[src/rtl/approx_mul_pkg.sv]
`default_nettype none
// ============================================================================
// approx_mul_pkg
// Shared widths, mode encodings and pipeline occupancy states.
// Revision: 1.0
// ============================================================================
package approx_mul_pkg;

    localparam int OPW          = 8;
    localparam int PRODW        = 16;
    localparam int DEFAULT_NREQ = 4;

    localparam logic MODE_EXACT  = 1'b0;
    localparam logic MODE_APPROX = 1'b1;

    typedef enum logic [1:0] {
        ST_EMPTY = 2'd0,
        ST_ONE   = 2'd1,
        ST_FULL  = 2'd2
    } pipe_state_t;

endpackage
`default_nettype wire

[src/rtl/approx_mul8_core.sv]
`default_nettype none
// ============================================================================
// approx_mul8_core
// Combinational 8x8 unsigned multiplier, approximate or exact by mode.
// Revision: 1.0
// ============================================================================
module approx_mul8_core
    import approx_mul_pkg::*;
(
    input  logic [OPW-1:0]   x,
    input  logic [OPW-1:0]   y,
    input  logic             mode,
    output logic [PRODW-1:0] z
);

    logic [PRODW-1:0] w_partial;
    logic [PRODW-1:0] w_approx;
    logic [PRODW-1:0] w_exact;

    // x[0] is dropped; x[1] only contributes through its product with y[7].
    assign w_partial = PRODW'(y) * PRODW'(x[OPW-1:2]);
    assign w_approx  = (w_partial << 2) + (PRODW'(x[1] & y[OPW-1]) << 8);
    assign w_exact   = PRODW'(x) * PRODW'(y);
    assign z         = (mode == MODE_APPROX) ? w_approx : w_exact;

endmodule
`default_nettype wire

[src/rtl/approx_mul_share_ctrl.sv]
`default_nettype none
// ============================================================================
// approx_mul_share_ctrl
// Round-robin sharing of one multiplier core behind a two-stage pipeline.
// Revision: 1.0
// ============================================================================
module approx_mul_share_ctrl
    import approx_mul_pkg::*;
#(
    parameter int NREQ = DEFAULT_NREQ,
    parameter int IDW  = 2
) (
    input  logic                clk,
    input  logic                rst,
    input  logic [NREQ-1:0]     req_valid,
    output logic [NREQ-1:0]     req_ready,
    input  logic [OPW*NREQ-1:0] req_x,
    input  logic [OPW*NREQ-1:0] req_y,
    input  logic                approx_en,
    output logic                res_valid,
    input  logic                res_ready,
    output logic [PRODW-1:0]    res_z,
    output logic [IDW-1:0]      res_id,
    output logic                busy
);

    logic             r_s1_valid;
    logic [OPW-1:0]   r_s1_x;
    logic [OPW-1:0]   r_s1_y;
    logic [IDW-1:0]   r_s1_id;
    logic             r_s1_mode;
    logic             r_s2_valid;
    logic [PRODW-1:0] r_s2_z;
    logic [IDW-1:0]   r_s2_id;
    logic [IDW-1:0]   r_ptr;
    pipe_state_t      r_state;

    logic             w_adv1;
    logic             w_adv2;
    logic             w_found;
    logic             w_grant;
    logic [IDW:0]     w_cand;
    logic [IDW-1:0]   w_gid;
    logic [IDW-1:0]   w_ptr_next;
    logic [PRODW-1:0] w_core_z;
    logic             w_s1_valid_next;
    logic             w_s2_valid_next;
    pipe_state_t      w_state_next;

    assign w_adv2 = !r_s2_valid || res_ready;
    assign w_adv1 = !r_s1_valid || w_adv2;

    // Search from the pointer upward, wrapping at NREQ-1.
    always_comb begin
        w_found = 1'b0;
        w_gid   = '0;
        w_cand  = '0;
        for (int k = 0; k < NREQ; k++) begin
            w_cand = {1'b0, r_ptr} + (IDW+1)'(k);
            if (w_cand >= (IDW+1)'(NREQ))
                w_cand = w_cand - (IDW+1)'(NREQ);
            if (!w_found && req_valid[w_cand[IDW-1:0]]) begin
                w_found = 1'b1;
                w_gid   = w_cand[IDW-1:0];
            end
        end
    end

    assign w_grant    = w_found && w_adv1 && !rst;
    assign w_ptr_next = (w_gid == IDW'(NREQ-1)) ? '0 : w_gid + IDW'(1);

    always_comb begin
        req_ready        = '0;
        req_ready[w_gid] = w_grant;
    end

    approx_mul8_core u_core (
        .x    (r_s1_x),
        .y    (r_s1_y),
        .mode (r_s1_mode),
        .z    (w_core_z)
    );

    assign w_s2_valid_next = w_adv2 ? r_s1_valid : r_s2_valid;
    assign w_s1_valid_next = w_adv1 ? w_grant : r_s1_valid;

    always_comb begin
        case ({w_s1_valid_next, w_s2_valid_next})
            2'b00:   w_state_next = ST_EMPTY;
            2'b11:   w_state_next = ST_FULL;
            default: w_state_next = ST_ONE;
        endcase
    end

    always_ff @(posedge clk or posedge rst) begin
        if (rst) begin
            r_s1_valid <= 1'b0;
            r_s1_x     <= '0;
            r_s1_y     <= '0;
            r_s1_id    <= '0;
            r_s1_mode  <= MODE_EXACT;
            r_s2_valid <= 1'b0;
            r_s2_z     <= '0;
            r_s2_id    <= '0;
            r_ptr      <= '0;
            r_state    <= ST_EMPTY;
        end else begin
            r_s1_valid <= w_s1_valid_next;
            r_s2_valid <= w_s2_valid_next;
            r_state    <= w_state_next;
            if (w_adv2 && r_s1_valid) begin
                r_s2_z  <= w_core_z;
                r_s2_id <= r_s1_id;
            end
            if (w_grant) begin
                r_s1_x    <= req_x[w_gid*OPW +: OPW];
                r_s1_y    <= req_y[w_gid*OPW +: OPW];
                r_s1_id   <= w_gid;
                r_s1_mode <= approx_en ? MODE_APPROX : MODE_EXACT;
                r_ptr     <= w_ptr_next;
            end
        end
    end

    assign res_valid = r_s2_valid;
    assign res_z     = r_s2_z;
    assign res_id    = r_s2_id;
    assign busy      = (r_state != ST_EMPTY);

endmodule
`default_nettype wire

[config.mk]
export PLATFORM = sky130hd
export DESIGN_NAME = approx_mul_share_ctrl
export DESIGN_NICKNAME = d
export VERILOG_FILES = /design/src/rtl/approx_mul_pkg.sv /design/src/rtl/approx_mul8_core.sv /design/src/rtl/approx_mul_share_ctrl.sv
export SDC_FILE = /design/constraint.sdc
export NUM_CORES = 1
export LEC_CHECK = 0
export CAP_MARGIN = 20
export CORE_MARGIN = 3
export CORE_UTILIZATION = 45
export DETAILED_ROUTE_END_ITERATION = 10
export PLACE_DENSITY = 0.69
export SETUP_SLACK_MARGIN = 0.15
export SLEW_MARGIN = 20
export SYNTH_ARGS = -nofsm -noshare
export SYNTH_HDL_FRONTEND = slang
export SYNTH_HIERARCHICAL = 1
export SYNTH_SLANG_ARGS = --single-unit
[constraint.sdc]
create_clock -name clk -period 14.3 [get_ports clk]
set_input_delay 2.86 -clock clk [delete_from_list [all_inputs] [get_ports clk]]
set_output_delay 2.86 -clock clk [all_outputs]
set_load 0.005 [all_outputs]
==> summary.md <==
| Metric | Value |
|---|---|
| Status | finished clean |
| Reg2reg start | r_s1_y[7] |
| Average wire per standard cell | 15.46 um |
| Syn_area_per_cell | 9.472 um2 |
| Setup total negative slack | 0 ns |
| Diode count | 0 |
| Vias in the first global route | 5142 |
| Yosys warnings | 6 |
| Clk slew on worst S/H paths | 0.06 ns |
| Global route overflow | 0 |
| Largest net degree at the start of global routing | 47 |
| CTS HTree Levels | 2 |
| Critical path origin | rst |
| Row cnt | 41 |
| Cts hold-fix bufs | 0 |
| Area growth, synth to finish | 20.81% |
| Crit Path Class | in -> out |
| Fin nets | 908 |
| Vias | 4657 |
| Syn nets | 821 |
| Die height | 121.4 um |
| CTS tree | done |
| Sequential cell area fraction in the yosys report | 0.1795 |
| RSZ-0062 raised after global routing | false |
| Type of the most critical hold path | reg -> reg |
| Hold Path Origin | r_s1_id[0] |
| Mapped cell area | 0.005996 mm2 |
| Period utilization | 0.6251 |
| Post-CTS resize count | 0 |
| Cells after Synth | 633 |
| Crit-path slowest cell | or3_1 |
| Max-slew violations | 0 |
| Core Area | 0.01282 mm2 |
| Hold-critical path depth | 2 |
| CP required | 11.44 ns |
| Clock Tree Buf Depth | 2 |
| Die area | 0.01475 mm2 |
| Critical path capture point type | output pin |
| Overall Global Routing Usage | 0.1981 |
| Asr flop ratio synth | 1.000 |
| # Max-Cap Violations | 0 |
| HPWL after DPL | 11530 um |
| Final WL | 13810 um |
| #FFs+latches synth | 43 |
| Final antenna-violating net count | 0 |
| Pre-antenna DRT Iters | 4 |
| Worst slew margin | 0.3525 |
| Final setup viols | 0 |
| Post-synth EDFFs | 0 |
| Storage cell area | 0.001076 mm2 |
| Number of port buffers | 95 |
| Initial DRC count | 120 |
| Area of the multi-input gates | 0.004357 mm2 |
| Most Used Layer, Global Route | met2 |
| Setup Fix Bufs, Post-CTS | 0 |
| Highest clock rate | 111.9 MHz |
| Fin util | 0.5648 |
| Max FO, Critical Path | 46 |
| Synth unique cells | 59 |
| Clock skew | 0.009686 ns |
| Ports | 96 |
| Endpoints failing hold | 0 |
| Antenna violations before repair | 0 |
| GR Util met3 | 0.03497 |
| GR Util met2 | 0.3478 |
| Filler cell count | 1143 |
| Dominant synthesized flop cell | dfrtp_1 |
| GP Congestion | 0.8692 |
| Initial core utilization | 0.4675 |
| CTS Sinks | 43 |
| First-pass GRT wire length | 23910 um |
| R2R setup slack | 9.00 ns |
| CTS Buf Count | 5 |
| Worst R2R End | res_z[13] |
| Worst Hold Endpoint | r_s1_id[0] |
| Layout cells sized above 1 | 0.1359 |
| Worst stage delay on the critical path | 0.96 ns |
| Grt met1 use | 0.2527 |
| Via-per-instance ratio | 5.215 |
| Slew @ Worst Pin | 0.9713 ns |
| Post-layout min period | 8.939 ns |
| Critical Path AT | 6.08 ns |
| Worst r2r path cells | 15 |
| Die X-Extent | 121.4 um |
| Critical path cell sequence | clkdlybuf4s50_1 > inv_2 > buf_4 > nand3_2 > or3_1 > inv_2 > clkdlybuf4s50_1 |
| CP startpoint kind | primary input |
| DRC | 0 |
| Root Driver | clkbuf_16 |
| Clk_lat worst skew | 0.29 ns |
==> layout make-up <==
type / instances / area share
clock inverters: 1 / 0.001036
repair buffers: 97 / 0.1334
well taps: 172 / 0.02971
inverters: 125 / 0.06478
multi-input cells: 448 / 0.6015
clock buffers: 7 / 0.02107
flip-flops and latches: 43 / 0.1486
==> cell usage after synthesis, types with 2 or more instances <==
cell type  instances  area share
buf_4              4      0.0050
or4_4              2      0.0038
inv_1            123       0.077
xnor2_1           14       0.020
nand3_1            6      0.0050
dfrtp_1           43        0.18
nand3b_1           2      0.0025
and2_1            44       0.046
a31oi_1            3      0.0031
mux2i_1           21       0.035
nand2_1           53       0.033
buf_6              3      0.0056
xor2_1            11       0.016
or2_2              2      0.0021
o21ai_0           17       0.014
a211oi_1           3      0.0038
a21oi_2           15       0.022
fa_1              54        0.18
o31ai_1            2      0.0025
a31o_2             2      0.0029
o21a_1             2      0.0025
clkbuf_1           6      0.0038
o221ai_2          15       0.038
nand4_1            2      0.0021
and3_4            16       0.030
mux2_2            20       0.038
a21oi_1           18       0.015
inv_2              2      0.0013
o211ai_2           2      0.0042
nor2_1            18       0.011
o21bai_1           3      0.0038
nand2b_1           5      0.0052
ha_1              62        0.13
a21o_1             6      0.0075
buf_2              4      0.0033
nor2b_1            2      0.0021
or3_1              4      0.0042
==> per-stage QoR <==
step / cells / hold slack (ns) / instance area, um2 / setup WS, ns
2_1_floorplan: 633 / 0.4418 / 5996 / 7.102
3_3_place_gp: 885 / 0.4741 / 7083 / 5.349
3_5_place_dp: 885 / 0.4842 / 7083 / 5.327
4_1_cts: 893 / 0.4994 / 7243 / 5.315
5_1_grt: 893 / 0.5188 / 7243 / 5.058
6_report: 893 / 0.4969 / 7243 / 5.361
==> worst max-delay path: cells and delay by family <==
kind / cells / cell delay (ns)
buffers and inverters: 5 / 1.56
AND/OR/NAND/NOR: 2 / 1.62
==> cells in the final DEF (no fill, tap or decap), types with 6 or more instances in the layout <==
cell type        instances
inv_1                  123
clkdlybuf4s50_1         95
xnor2_1                 14
o221ai_2                15
mux2_2                  20
nand3_1                  6
dfrtp_1                 43
mux2i_1                 21
ha_1                    62
a21o_1                   6
and2_1                  44
xor2_1                  11
fa_1                    54
nor2_1                  18
a21oi_1                 18
a21oi_2                 15
and3_4                  16
o21ai_0                 17
nand2_1                 53
==> registers in the layout, summed over array words and instances, names as in the netlist, named ones only <==
signal and cells:
r_state 2, res_id 2, r_ptr 2, res_z 16
r_s1_mode 1, r_s1_id 2, r_s1_y 8, r_s1_x 8
res_valid 1
==> logic make-up after synthesis <==
| logic type | Yosys count | synth area share |
|---|---|---|
| buffers and inverters | 142 | 0.09599 |
| and+or+nand+nor | 164 | 0.1601 |
| DFF | 43 | 0.1795 |
| xor gates and xnor gates | 25 | 0.03652 |
| muxes | 41 | 0.07262 |
| adders and majority gates | 116 | 0.3097 |
| AOI/OAI and AO/OA | 102 | 0.1457 |
==> worst max-delay path by stage <==
stage | endpoint | slack, ns | cells past startpoint
after CTS | req_ready[0] | 5.32 | 7
final | req_ready[0] | 5.36 | 7
after floorplan | req_ready[0] | 7.10 | 6
after global routing | req_ready[0] | 5.06 | 7
after detailed placement | req_ready[0] | 5.33 | 7
after global placement | req_ready[0] | 5.35 | 7
==> metal layers <==
metal  share of wire  routed length (um)  vias to the layer above
met3           0.045                 628                       19
li1                -                   -                     2250
met1            0.44                6126                     2269
met4           0.013                 176                        0
met5               0                   0                        -
met2            0.50                6880                      119
Power is not shown: default switching activity piles up to over one toggle a cycle in this logic, so the estimate is an artifact.
